===== src/rtl/key_debouncer_if.sv =====
// Key debouncer bus: raw key pins in, debounced press pulses and levels out.
// Signal names match the debouncer's external pin names.
interface key_debouncer_if #(
    parameter int unsigned NUM_KEYS = 4
);
    logic [NUM_KEYS-1:0] i_keys;
    logic [NUM_KEYS-1:0] o_pulse;
    logic [NUM_KEYS-1:0] o_level;

    modport master (output i_keys, input o_pulse, input o_level);
    modport slave (input i_keys, output o_pulse, output o_level);
endinterface


===== src/rtl/key_debouncer.sv =====
// Per-key 2-flop synchroniser, debounce FSM, one-cycle press pulse and optional auto-repeat.
// All outputs are registered; reset is synchronous and active low.
module key_debouncer #(
    parameter int unsigned         NUM_KEYS        = 4,
    parameter bit                  ACTIVE_LOW      = 1'b1,
    parameter int unsigned         DEBOUNCE_CYCLES = 500000,
    parameter logic [NUM_KEYS-1:0] REPEAT_MASK     = NUM_KEYS'(4'b1100),
    parameter int unsigned         REPEAT_DELAY    = 25000000,
    parameter int unsigned         REPEAT_PERIOD   = 5000000
) (
    input logic            i_clk,
    input logic            i_rst_n,
    key_debouncer_if.slave bus
);
    localparam int unsigned CntW   = $clog2(DEBOUNCE_CYCLES);
    localparam int unsigned RcntW  = (REPEAT_DELAY > 0) ? $clog2(REPEAT_DELAY + 1) : 1;
    localparam int unsigned PcntW  = $clog2(REPEAT_PERIOD + 1);

    localparam logic [CntW-1:0]  CntLast   = CntW'(DEBOUNCE_CYCLES - 1);
    localparam logic [RcntW-1:0] RcntMax   = RcntW'(REPEAT_DELAY);
    localparam logic [RcntW-1:0] RcntLast  = RcntW'(REPEAT_DELAY - 1);
    localparam logic [PcntW-1:0] PcntLast  = PcntW'(REPEAT_PERIOD - 1);
    localparam logic [NUM_KEYS-1:0] Released = {NUM_KEYS{ACTIVE_LOW}};

    typedef enum logic [1:0] {StIdle, StDbPress, StHeld, StDbRelease} state_e;

    logic [NUM_KEYS-1:0] sync1_q, sync2_q;
    logic [NUM_KEYS-1:0] pressed;
    logic [NUM_KEYS-1:0] pulse_vec, level_vec;

    always_ff @(posedge i_clk) begin
        if (!i_rst_n) begin
            sync1_q <= Released;
            sync2_q <= Released;
        end else begin
            sync1_q <= bus.i_keys;
            sync2_q <= sync1_q;
        end
    end

    // Normalise so that 1 always means pressed.
    assign pressed = ACTIVE_LOW ? ~sync2_q : sync2_q;

    for (genvar k = 0; k < NUM_KEYS; k++) begin : g_key
        localparam bit RepeatEn = REPEAT_MASK[k] && (REPEAT_DELAY > 0);

        state_e           state_q;
        logic [CntW-1:0]  cnt_q;
        logic [RcntW-1:0] rcnt_q;
        logic [PcntW-1:0] pcnt_q;
        logic             pulse_q;
        logic             level_q;

        always_ff @(posedge i_clk) begin
            if (!i_rst_n) begin
                state_q <= StIdle;
                cnt_q   <= '0;
                rcnt_q  <= '0;
                pcnt_q  <= '0;
                pulse_q <= 1'b0;
                level_q <= 1'b0;
            end else begin
                pulse_q <= 1'b0;
                unique case (state_q)
                    StIdle: begin
                        if (pressed[k]) begin
                            state_q <= StDbPress;
                            cnt_q   <= CntW'(1);
                            rcnt_q  <= '0;
                            pcnt_q  <= '0;
                        end
                    end
                    StDbPress: begin
                        if (!pressed[k]) begin
                            state_q <= StIdle;
                            cnt_q   <= '0;
                        end else if (cnt_q == CntLast) begin
                            state_q <= StHeld;
                            cnt_q   <= '0;
                            pulse_q <= 1'b1;
                            level_q <= 1'b1;
                        end else begin
                            cnt_q <= cnt_q + CntW'(1);
                        end
                    end
                    StHeld: begin
                        if (!pressed[k]) begin
                            state_q <= StDbRelease;
                            cnt_q   <= CntW'(1);
                        end else if (RepeatEn) begin
                            // rcnt stops at the delay; pcnt then paces the later repeats.
                            if (rcnt_q != RcntMax) begin
                                rcnt_q <= rcnt_q + RcntW'(1);
                                if (rcnt_q == RcntLast) begin
                                    pulse_q <= 1'b1;
                                    pcnt_q  <= '0;
                                end
                            end else if (pcnt_q == PcntLast) begin
                                pcnt_q  <= '0;
                                pulse_q <= 1'b1;
                            end else begin
                                pcnt_q <= pcnt_q + PcntW'(1);
                            end
                        end
                    end
                    StDbRelease: begin
                        if (pressed[k]) begin
                            state_q <= StHeld;
                        end else if (cnt_q == CntLast) begin
                            state_q <= StIdle;
                            cnt_q   <= '0;
                            level_q <= 1'b0;
                        end else begin
                            cnt_q <= cnt_q + CntW'(1);
                        end
                    end
                    default: state_q <= StIdle;
                endcase
            end
        end

        assign pulse_vec[k] = pulse_q;
        assign level_vec[k] = level_q;
    end

    assign bus.o_pulse = pulse_vec;
    assign bus.o_level = level_vec;
endmodule

===== src/flat_wrapper.sv =====
// flat-port wrapper written by rule: the top's interface ports become plain ports
module key_debouncer_flat 
#(
    parameter int unsigned         NUM_KEYS        = 4,
    parameter bit                  ACTIVE_LOW      = 1'b1,
    parameter int unsigned         DEBOUNCE_CYCLES = 500000,
    parameter logic [NUM_KEYS-1:0] REPEAT_MASK     = NUM_KEYS'(4'b1100),
    parameter int unsigned         REPEAT_DELAY    = 25000000,
    parameter int unsigned         REPEAT_PERIOD   = 5000000
)
  (i_clk, i_rst_n, bus_i_keys, bus_o_pulse, bus_o_level);
  key_debouncer_if #(.NUM_KEYS(NUM_KEYS)) bus_i ();
  input logic i_clk;
  input logic i_rst_n;
  input wire logic [$bits(bus_i.i_keys)-1:0] bus_i_keys;
  output wire logic [$bits(bus_i.o_pulse)-1:0] bus_o_pulse;
  output wire logic [$bits(bus_i.o_level)-1:0] bus_o_level;
  assign bus_i.i_keys = bus_i_keys;
  assign bus_o_pulse = bus_i.o_pulse;
  assign bus_o_level = bus_i.o_level;
  key_debouncer #(.NUM_KEYS(NUM_KEYS), .ACTIVE_LOW(ACTIVE_LOW), .DEBOUNCE_CYCLES(DEBOUNCE_CYCLES), .REPEAT_MASK(REPEAT_MASK), .REPEAT_DELAY(REPEAT_DELAY), .REPEAT_PERIOD(REPEAT_PERIOD)) u_core (.i_clk(i_clk), .i_rst_n(i_rst_n), .bus(bus_i));
endmodule

===== config.mk =====
export PLATFORM = sky130hd
export DESIGN_NAME = key_debouncer_flat
export DESIGN_NICKNAME = d
export VERILOG_FILES = /design/src/rtl/key_debouncer_if.sv /design/src/rtl/key_debouncer.sv /design/src/flat_wrapper.sv
export SDC_FILE = /design/constraint.sdc
export NUM_CORES = 1
export LEC_CHECK = 0
export BUFFER_PORTS_ARGS = -buffer_cell sky130_fd_sc_hd__buf_2
export CAP_MARGIN = 5
export CORE_ASPECT_RATIO = 2
export CORE_UTILIZATION = 45
export CTS_CLUSTER_DIAMETER = 150
export DETAILED_ROUTE_END_ITERATION = 16
export PLACE_DENSITY_LB_ADDON = 0.15
export SETUP_SLACK_MARGIN = 0.2
export SYNTH_ARGS = -nofsm -noshare
export SYNTH_HDL_FRONTEND = slang
export SYNTH_SLANG_ARGS = --single-unit

===== constraint.sdc =====
create_clock -name i_clk -period 3.05 [get_ports i_clk]
set_clock_uncertainty 0.2 [all_clocks]
set_input_delay 0 -clock i_clk [delete_from_list [all_inputs] [get_ports i_clk]]
set_output_delay 0 -clock i_clk [all_outputs]
set_load 0.01 [all_outputs]

==> flow_metrics.tcl, run 1 <==
set metrics [dict create \
    async_flop_share_pct 0 \
    arrival_ns 2.83 \
    clkTransAtPathRegs_ns 0.07 \
    final_layout_size_suffix_gt1_share_pct 8.53 \
    die_area_sq_um 23100 \
    crit_chain "ha_1, and3_1, or3b_1, a211o_1, buf_4, a211oi_1, xnor2_1, nor2_1" \
    critPathLaunchType "flip-flop" \
    avgViaCountPerCell 5.73 \
    synthesis.nets 1256 \
    diodes 0 \
    leakagePower_nw 3.65 \
    clk_latency_ns 0.45 \
    wl_microns 22900 \
    min_period_ns 2.69 \
    synth.avg_cell_area_sq_um 8.21 \
    clockBufferDepth 2 \
    ir_drop_mv 0.378 \
    ff2ff_path_depth 8 \
    critPathLaunch "u_core.g_key[3].rcnt_q[1]" \
    drtIter0Drc 396 \
    end_kind "flip-flop" \
    layout_worst_path_cycle_share_pct 88.1 \
    worst-path-max-fanout 11 \
    fillers 2230 \
    r2r-end "u_core.g_key[3].pcnt_q[22]" \
    area_growth_pct 9.84 \
    hold_viol 0 \
    finalSetupTns_ns 0 \
    post-place-ws_ns 0.310 \
    hold_ws_ns 0.0936 \
    vias 8766 \
    port_buffers 13 \
    cts_root_buffer "clkbuf_16" \
    drc_errors 0 \
    ys_seq_elements 196 \
    h-tree-depth 4 \
    drv_cap 0 \
    slowest_delay_ns 0.47 \
    drt-pass1-iter-count 5 \
    synth_area_leaders "dfxtp_1 (39%), nor2_1 (6.1%), xor2_1 (4.5%), nand2_1 (4.5%), xnor2_1 (4.4%)" \
    synth-edff-count 0 \
    grt_start_max_net_pins 63 \
    final_common_cell "dfxtp_1" \
    ant_nets 0 \
    ys_types 76 \
    cp.required_ns 3.20 \
    holdPathEnd "u_core.sync1_q[0]" \
    rsz0062_at_grt "false" \
    path_depth 8 \
    start_util_pct 45.9 \
    netlist_area_sq_um 10100 \
    r2r_start "u_core.g_key[3].rcnt_q[1]" \
    slew_headroom_pct 46.6 \
    cts_post_setup_buffers_inserted 0 \
    holdPathStages 3 \
    pin_count 14 \
    grt_pass1_vias 8486 \
    yosys_most_used_dff "dfxtp_1" \
    place_congestion 0.805 \
    path_delay_family "compound AO/OA/AOI/OAI gates" \
    yosysSeqAreaShare_pct 38.8 \
    netlist_instances 1232 \
    numCtsBuffers 17 \
    die_w_microns 108 \
    cp_slowest_cell "a211o_1" \
    worst_slew_pin_slew_ns 0.796 \
    synthDominantCellAreaShare_pct 38.8 \
    pwr_density_cell_nw_per_um2 454 \
    fin_util_pct 50.4 \
    rows 77 \
    grt_usage_pct 20.8 \
    wl_per_cell_microns 14.9 \
    core_sq_um 22100 \
    fin_ws_ns 0.364 \
    grt_pass1_wl_microns 38900 \
    layout_common_cells "dfxtp_1 (196), nor2_1 (164), nand2_1 (120), nand3_1 (62), a21oi_1 (59)" \
    antenna_found_initial 0 \
    hold_class "in -> reg" \
    critical_path_class "reg -> reg" \
    hp-start "bus_i_keys[0]" \
    fmax_mhz 372 \
    cts_sinks 196 \
    synth_warnings 0 \
    setup_viol_count_final 0 \
    die_h_microns 214 \
    status "finished clean" \
    overflow 0 \
    crit_buf_inv 1 \
    r2r_slack_ns 0.36 \
    final_net_count 1266 \
    total_power_w 0.00505 \
    yosys.area.top_type "dfxtp_1" \
    hpwlAfterDp_microns 16400 \
    cts_tree "built" \
    slew_viol_final 0 \
]
==> cell type report <==
cell class	count	area (sq um)	area share, %
Tap cell	276	345	3.11
Timing Repair Buffer	49	353	3.17
Clock inverter	11	78.8	0.709
Inverter	27	101	0.912
Multi-Input combinational cell	951	5840	52.6
Sequential cell	196	3920	35.3
Clock buffer	21	470	4.23
==> metrics by stage <==
step / cell area [sq um] / cells
after floorplan: 10100 / 1232
after global placement: 10500 / 1492
after detailed placement: 10500 / 1492
after CTS: 11100 / 1531
after global routing: 11100 / 1531
final: 11100 / 1531
==> per-layer routing <==
layer / vias up / global-route usage [%] / routed length [microns]
met5: - / 0 / 0
met4: 0 / 7.03 / 345
met3: 19 / 4.07 / 503
met2: 97 / 40.7 / 12900
met1: 4232 / 21.0 / 9090
li1: 4418 / - / -
==> worst max-delay path by stage <==
stage | to | slack [ns]
2_1_floorplan | u_core.g_key[2].pcnt_q[16] | 0.49
4_1_cts | u_core.g_key[2].pcnt_q[13] | 0.29
3_3_place_gp | u_core.g_key[2].rcnt_q[24] | 0.36
6_report | u_core.g_key[3].pcnt_q[22] | 0.36
5_1_grt | u_core.g_key[2].pcnt_q[15] | 0.21
3_5_place_dp | u_core.g_key[2].pcnt_q[3] | 0.31
==> logic make-up after synthesis <==
family | count (synthesis) | share of synthesized area, %
simple gates | 609 | 31.6
compound gates | 215 | 14.2
flops | 196 | 38.8
xor+xnor | 103 | 8.91
buf+inv | 85 | 3.76
fa+ha+maj | 18 | 2.23
mux | 6 | 0.618
==> report_power, final <==
part	internal, W	total, W	switching, W
registers	0.00258	0.00261	0.0000296
clock network	0.00111	0.00211	0.00100
logic	0.000115	0.000329	0.000214
==> sequential cells by signal (all words and copies together), names as in the netlist, named ones only <==
signal and flops:
u_core.g_key.state_q 4, u_core.g_key.pcnt_q 46, u_core.g_key.rcnt_q 50, u_core.g_key.pulse_q 4, u_core.g_key.level_q 4, u_core.sync2_q 4, u_core.g_key.cnt_q 76, u_core.sync1_q 4
==> timing repair <==
item                                    4_1_cts  5_1_grt
gates resized for setup                       0        6
hold buffers                                  7        0
endpoints found under the hold margin         7        0
endpoints found under the setup margin        0       19
==> worst register-to-register path, stage by stage, from the launching register on <==
cell and delay (ns):
dfxtp_1 0.39, ha_1 0.19, and3_1 0.19, or3b_1 0.37, a211o_1 0.47, buf_4 0.27
a211oi_1 0.29, xnor2_1 0.16, nor2_1 0.05
==> Yosys cell counts, types with 16 or more instances <==
cell / count
and4_1: 18
ha_1: 18
inv_1: 26
nor4_1: 17
xor2_1: 52
clkbuf_1: 36
nor3_1: 26
nand2_1: 120
nand2b_1: 24
nand4_1: 45
or3_1: 20
xnor2_1: 51
nor2_1: 164
or4_1: 16
o21ai_0: 35
nand3_1: 62
dfxtp_1: 196
a21oi_1: 59
a31oi_1: 17
and3_1: 27
Power figures use the tool's default switching activity.
==> inputs of run 2 (changes only) <==
Settings changed: ABC_AREA from default to 1, SLEW_MARGIN from default to 20.
==> run 2 against run 1 <==
Register-to-register slack better by 0.15 ns. Worst setup slack better by 0.15 ns. Hold slack worse by 0.030 ns. Wire length is 48% higher. Final area is 17% higher. Clock power is 7% higher. Total power is 17% higher. First-iteration DRC count is 53% higher. Global-route usage is 4.7 points higher. Die area is 19% higher. Non-clock buffer count is 12 lower. Critical path type unchanged. Critical endpoint is now u_core.g_key[3].rcnt_q[4]. Largest cell class unchanged. Largest power group unchanged. Highest routed layer unchanged.
==> flow_metrics.tcl, run 2 <==
set metrics [dict create \
    hold_class "in -> reg" \
    grt_pass1_wl_microns 55900 \
    finalSetupTns_ns 0 \
    post_cts_resized 0 \
    hold_viol 0 \
    pwr_density_cell_nw_per_um2 454 \
    ir_drop_mv 0.431 \
    synthSimpleGateAreaFrac_pct 44.3 \
    die_h_microns 233 \
    overflow 0 \
    hpwlAfterDp_microns 26200 \
    synthesis.nets 1966 \
    synth_compound_area_share_pct 8.49 \
    ant_nets 0 \
    drtIter0Drc 605 \
    ff2ff_path_depth 13 \
    slew_headroom_pct 53.1 \
    clockBufferDepth 2 \
    fin_ws_ns 0.509 \
    final_layout_size_suffix_gt1_share_pct 6.18 \
    grt_pass1_vias 11895 \
    slew_viol_final 0 \
    worst_slew_pin_slew_ns 0.703 \
    h-tree-depth 4 \
    synthMuxAreaShare_pct 0 \
    worst-path-max-fanout 25 \
    critPathLaunch "u_core.g_key[3].rcnt_q[0]" \
    synth-edff-count 0 \
    critPathLaunchType "flip-flop" \
    port_buffers 13 \
    start_util_pct 45.7 \
    drt-pass1-iter-count 5 \
    cts_post_setup_buffers_inserted 0 \
    synth_area_leaders "dfxtp_1 (33%), nand2_1 (15%), nor2_1 (11%), inv_1 (7.0%), nand3_1 (5.7%)" \
    synthTopCellsByCount "nand2_1 (491), nor2_1 (363), inv_1 (224)" \
    r2r_slack_ns 0.51 \
    synth_top_family_by_area "simple AND/OR/NAND/NOR gates" \
    r2r_start "u_core.g_key[3].rcnt_q[0]" \
    min_period_ns 2.54 \
    yosysSeqAreaShare_pct 32.6 \
    synth_xor_area_share_pct 2.91 \
    ys_seq_elements 196 \
    critical_path_class "reg -> reg" \
    avgViaCountPerCell 5.29 \
    cp.required_ns 3.20 \
    async_flop_share_pct 0 \
    holdPathStages 3 \
    grt_usage_pct 25.5 \
    layout_common_cells "nand2_1 (491), nor2_1 (363), inv_1 (223), dfxtp_1 (196), nand3_1 (138)" \
    synth.most_common_cell "nand2_1" \
    largest_reg_flops 76 \
    netlist_area_sq_um 12000 \
    vias 12181 \
    fmax_mhz 394 \
    clk_latency_ns 0.46 \
    diodes 0 \
    place_congestion 0.961 \
    rows 84 \
    total_power_w 0.00589 \
    final_net_count 1969 \
    wl_microns 33900 \
    layout_worst_path_cycle_share_pct 83.3 \
    synthDominantCellAreaShare_pct 32.6 \
    cts_sinks 196 \
    r2r-end "u_core.g_key[3].rcnt_q[4]" \
    clkTransAtPathRegs_ns 0.07 \
    post-place-ws_ns 0.504 \
    synth.avg_cell_area_sq_um 6.19 \
    area_growth_pct 7.97 \
    numCtsBuffers 17 \
    synthAdderAreaFrac_pct 1.87 \
    crit_end "u_core.g_key[3].rcnt_q[4]" \
    pin_count 14 \
    leakagePower_nw 4.65 \
    yosys.area.top_type "dfxtp_1" \
    netlist_instances 1942 \
    antenna_found_initial 0 \
    final_common_cell "nand2_1" \
    drv_cap 0 \
    ys_types 43 \
    top_regs "u_core.g_key.cnt_q: 76 flops, u_core.g_key.rcnt_q: 50 flops, u_core.g_key.pcnt_q: 46 flops" \
    fillers 2803 \
    fin_cells 2302 \
    grt_start_max_net_pins 34 \
    yosys_most_used_dff "dfxtp_1" \
    setup_viol_count_final 0 \
    wl_per_cell_microns 14.7 \
    arrival_ns 2.69 \
    cts_root_buffer "clkbuf_16" \
    end_kind "flip-flop" \
    die_w_microns 118 \
    drc_errors 0 \
    core_sq_um 26300 \
    status "finished clean" \
    synth_warnings 0 \
    regMostFlops "u_core.g_key.cnt_q" \
    die_area_sq_um 27400 \
    numPlacedInstances 2264 \
    rsz0062_at_grt "false" \
    cts_tree "built" \
]
-- run 2: changes by cell type in the layout (fill, tap and decap cells not counted), sizes merged, moves of 38 or more --
cell,change
nand2,+385
inv,+210
nor3,+63
nor2,+209
xnor2,-38
a21oi,+48
nand3,+82
-- run 2: how the worst min path moves through the flow --
stage,from,end,slack (ns)
final,bus_i_keys[1],u_core.sync1_q[1],0.06
after global routing,bus_i_keys[1],u_core.sync1_q[1],0.06
after CTS,bus_i_keys[1],u_core.sync1_q[1],0.04
after detailed placement,bus_i_keys[1],u_core.sync1_q[1],-0.009
after global placement,bus_i_keys[1],u_core.sync1_q[1],-0.01
after floorplan,bus_i_keys[0],u_core.sync1_q[0],-0.09
-- run 2: critical path, stage by stage, from the launching register on --
cell and delay [ns]:
dfxtp_1 0.35, inv_1 0.09, ha_1 0.15, nand3_1 0.08, nor2_1 0.27, nand2_2 0.12, nor2_4 0.25, nand2_4 0.09
nand2_4 0.25, inv_2 0.25, nand2_1 0.16, nand2_1 0.06, nand2_1 0.05, nor2_1 0.04
-- run 2: layer usage --
metal,up-vias,global-route usage (%),share of wire (%)
met4,0,17.9,6.0
met2,249,52.4,57
met3,132,3.05,1.9
li1,6237,-,-
met5,-,0,0
met1,5563,22.3,35
-- run 2: layout make-up --
class / instances / area (sq um) / share of cell area (%)
Tap cell: 344 / 430 / 3.32
Clock buffer: 19 / 433 / 3.34
Sequential cell: 196 / 3920 / 30.2
Clock inverter: 13 / 138 / 1.06
Inverter: 232 / 875 / 6.74
Multi-Input combinational cell: 1461 / 6920 / 53.3
Timing Repair Buffer: 37 / 260 / 2.01
-- run 2: timing repair --
action,CTS,global route
endpoints found under the hold margin,43,0
setup endpoints to repair,0,0
hold buffers,6,0
-- run 2: stage by stage --
step / hold slack (ns) / util (%) / instance area, sq um
6_report: 0.0639 / 49.4 / 13000
5_1_grt: 0.0559 / 49.4 / 13000
4_1_cts: 0.0404 / 49.4 / 13000
3_5_place_dp: -0.00871 / 47.0 / 12300
3_3_place_gp: -0.0107 / 47.0 / 12300
2_1_floorplan: -0.0934 / - / 12000
-- run 2: cells by family (layout without fill, tap and decap cells) --
| logic type | after synthesis | after routing |
|---|---|---|
| buffers and inverters | 285 | 301 |
| adders and majority gates | 18 | 18 |
| xor gates and xnor gates | 40 | 40 |
| and+or+nand+nor | 1216 | 1216 |
| AOI/OAI and AO/OA | 187 | 187 |
| DFF | 196 | 196 |
-- run 2: power by group --
| group | total, W | internal, W | leakage [nW] | switching, W |
|---|---|---|---|---|
| clock network | 0.00226 | 0.00116 | 0.279 | 0.00110 |
| registers | 0.00268 | 0.00262 | 1.58 | 0.0000629 |
| logic | 0.000953 | 0.000237 | 2.78 | 0.000716 |
==> inputs of run 3 (changes only) <==
Clock period 3.05 ns to 2.35 ns, I/O delays scaled along.
==> run 3 against run 2 <==
Register-to-register slack worse by 0.21 ns. Hold slack gained 0.0069 ns. Die area unchanged. Critical path depth stayed put. Utilization up 3.0 points. Worst setup slack got worse by 0.21 ns. Final area rose by 6.1%. Non-clock buffer count is 62 higher. Clock power rose by 39%. Critical path type unchanged. Largest cell class unchanged. Highest routed layer unchanged.
==> flow_metrics.tcl, run 3 (synthesis results as in run 2) <==
set metrics [dict create \
    vias 12456 \
    drt-pass1-iter-count 5 \
    end_kind "flip-flop" \
    hold_viol 0 \
    numCtsBuffers 17 \
    critical_path_class "reg -> reg" \
    layout_common_cells "nand2_1 (483), nor2_1 (349), inv_1 (220), dfxtp_1 (188), nand3_1 (135)" \
    min_period_ns 2.06 \
    holdPathStages 3 \
    die_h_microns 233 \
    fin_cells 2364 \
    arrival_ns 2.20 \
    wl_met1_microns 12400 \
    avgViaCountPerCell 5.27 \
    cts_root_buffer "clkbuf_16" \
    final_layout_size_suffix_gt1_share_pct 11.9 \
    regMostFlops "u_core.g_key.cnt_q" \
    clk_latency_ns 0.46 \
    critPathLaunchType "flip-flop" \
    holdPathEnd "u_core.sync1_q[1]" \
    wl_met2_microns 20100 \
    wl_met3_microns 768 \
    grt_start_max_net_pins 45 \
    wl_per_cell_microns 15.0 \
    area_growth_pct 14.6 \
    hold_class "in -> reg" \
    dpl_cell_area_sq_um 12800 \
    place_congestion 0.991 \
    setup_viol_count_final 0 \
    finalSetupTns_ns 0 \
    die_w_microns 118 \
    leakagePower_nw 5.03 \
    rsz0062_at_grt "true" \
    slew_viol_final 0 \
    worst_slew_pin_slew_ns 0.615 \
    cts_tree "built" \
    ff2ff_path_depth 13 \
    layout_worst_path_cycle_share_pct 87.4 \
    fin_util_pct 52.4 \
    grt_usage_pct 26.5 \
    cp.required_ns 2.49 \
    rows 84 \
    core_sq_um 26300 \
    diodes 0 \
    clkTransAtPathRegs_ns 0.08 \
    antenna_found_initial 0 \
    ant_nets 0 \
    start_util_pct 45.7 \
    pin_count 14 \
    r2r_slack_ns 0.29 \
    fmax_mhz 487 \
    wl_microns 35500 \
    largest_reg_flops 76 \
    grt_pass1_wl_microns 57400 \
    overflow 0 \
    clockBufferDepth 2 \
    final_common_cell "nand2_1" \
    h-tree-depth 4 \
    design_area_sq_um 13800 \
    numPlacedInstances 2316 \
    grt_pass1_vias 12112 \
    final_net_count 2031 \
    drc_errors 0 \
    status "finished clean" \
    maxUsedRoutingLayer "met4" \
    die_area_sq_um 27400 \
    cts_sinks 196 \
    r2r_start "u_core.g_key[2].rcnt_q[1]" \
    pwr_density_cell_nw_per_um2 594 \
    drv_cap 0 \
    top_regs "u_core.g_key.cnt_q: 76 flops, u_core.g_key.rcnt_q: 50 flops, u_core.g_key.pcnt_q: 46 flops" \
    hpwlAfterDp_microns 27500 \
    drtIter0Drc 720 \
    worst-path-max-fanout 9 \
    slew_headroom_pct 58.6 \
    ir_drop_mv 0.566 \
    port_buffers 13 \
    hp-start "bus_i_keys[1]" \
    r2r-end "u_core.g_key[2].rcnt_q[16]" \
]
==> run 3: repair_timing <==
action | in CTS | in global routing
endpoints found under the setup margin | 39 | 145
pin swaps | 0 | 8
setup buffers | 2 | 9
resized for setup | 8 | 66
hold buffers | 5 | 0
hold endpoints to repair | 25 | 0
==> run 3: per-layer routing <==
layer / up-vias / track usage, %
li1: 6364 / -
met5: - / 0
met3: 135 / 3.42
met4: 0 / 18.8
met1: 5706 / 23.0
met2: 251 / 54.4
==> run 3: layout make-up <==
type / instances / area [sq um]
Timing Repair Buffer: 99 / 777
Clock buffer: 18 / 439
Inverter: 232 / 898
Clock inverter: 14 / 184
Fill cell: 2726 / 12500
Sequential cell: 196 / 3930
Multi-Input combinational cell: 1461 / 7110
Tap cell: 344 / 430
==> run 3: worst max path at each step <==
stage | start | endpoint | slack, ns | depth (start not counted)
after global routing | u_core.g_key[2].rcnt_q[1] | u_core.g_key[2].pcnt_q[3] | 0.09 | 13
after CTS | u_core.g_key[3].cnt_q[0] | u_core.g_key[3].cnt_q[7] | 0.21 | 9
after detailed placement | u_core.g_key[2].rcnt_q[0] | u_core.g_key[2].pcnt_q[20] | 0.13 | 12
after global placement | u_core.g_key[2].cnt_q[0] | u_core.g_key[2].cnt_q[11] | 0.18 | 8
after floorplan | u_core.g_key[3].state_q[0] | u_core.g_key[3].cnt_q[14] | 0.28 | 11
final | u_core.g_key[2].rcnt_q[1] | u_core.g_key[2].rcnt_q[16] | 0.29 | 13
==> run 3: worst max-delay path, cell delays in order, from the launching register on <==
cell     delay [ns]
dfxtp_1        0.34
inv_1          0.11
ha_2           0.20
nand2_1        0.05
nor2_1         0.11
nand2_1        0.07
nor2_2         0.12
nand2_2        0.12
nand2_8        0.12
buf_12         0.12
buf_4          0.16
nor3_1         0.06
a21oi_1        0.11
nor2_1         0.05
==> run 3: per-stage QoR <==
step | setup slack (ns) | total power (W) | hold slack (ns)
final | 0.295 | 0.00818 | 0.0708
after global routing | 0.0860 | 0.00853 | 0.0827
after CTS | 0.212 | 0.00817 | 0.0286
after detailed placement | 0.128 | 0.00497 | -0.0113
after global placement | 0.176 | 0.00495 | -0.0147
after floorplan | 0.279 | 0.00449 | -0.0934
==> run 3: report_power, final <==
| part | leakage (nW) | internal [W] | switching [W] | total, W |
|---|---|---|---|---|
| Clock | 0.310 | 0.00166 | 0.00148 | 0.00314 |
| Combinational | 3.14 | 0.000530 | 0.00104 | 0.00157 |
| Sequential | 1.59 | 0.00340 | 0.0000705 | 0.00347 |
| Total | 5.03 | 0.00559 | 0.00260 | 0.00818 |
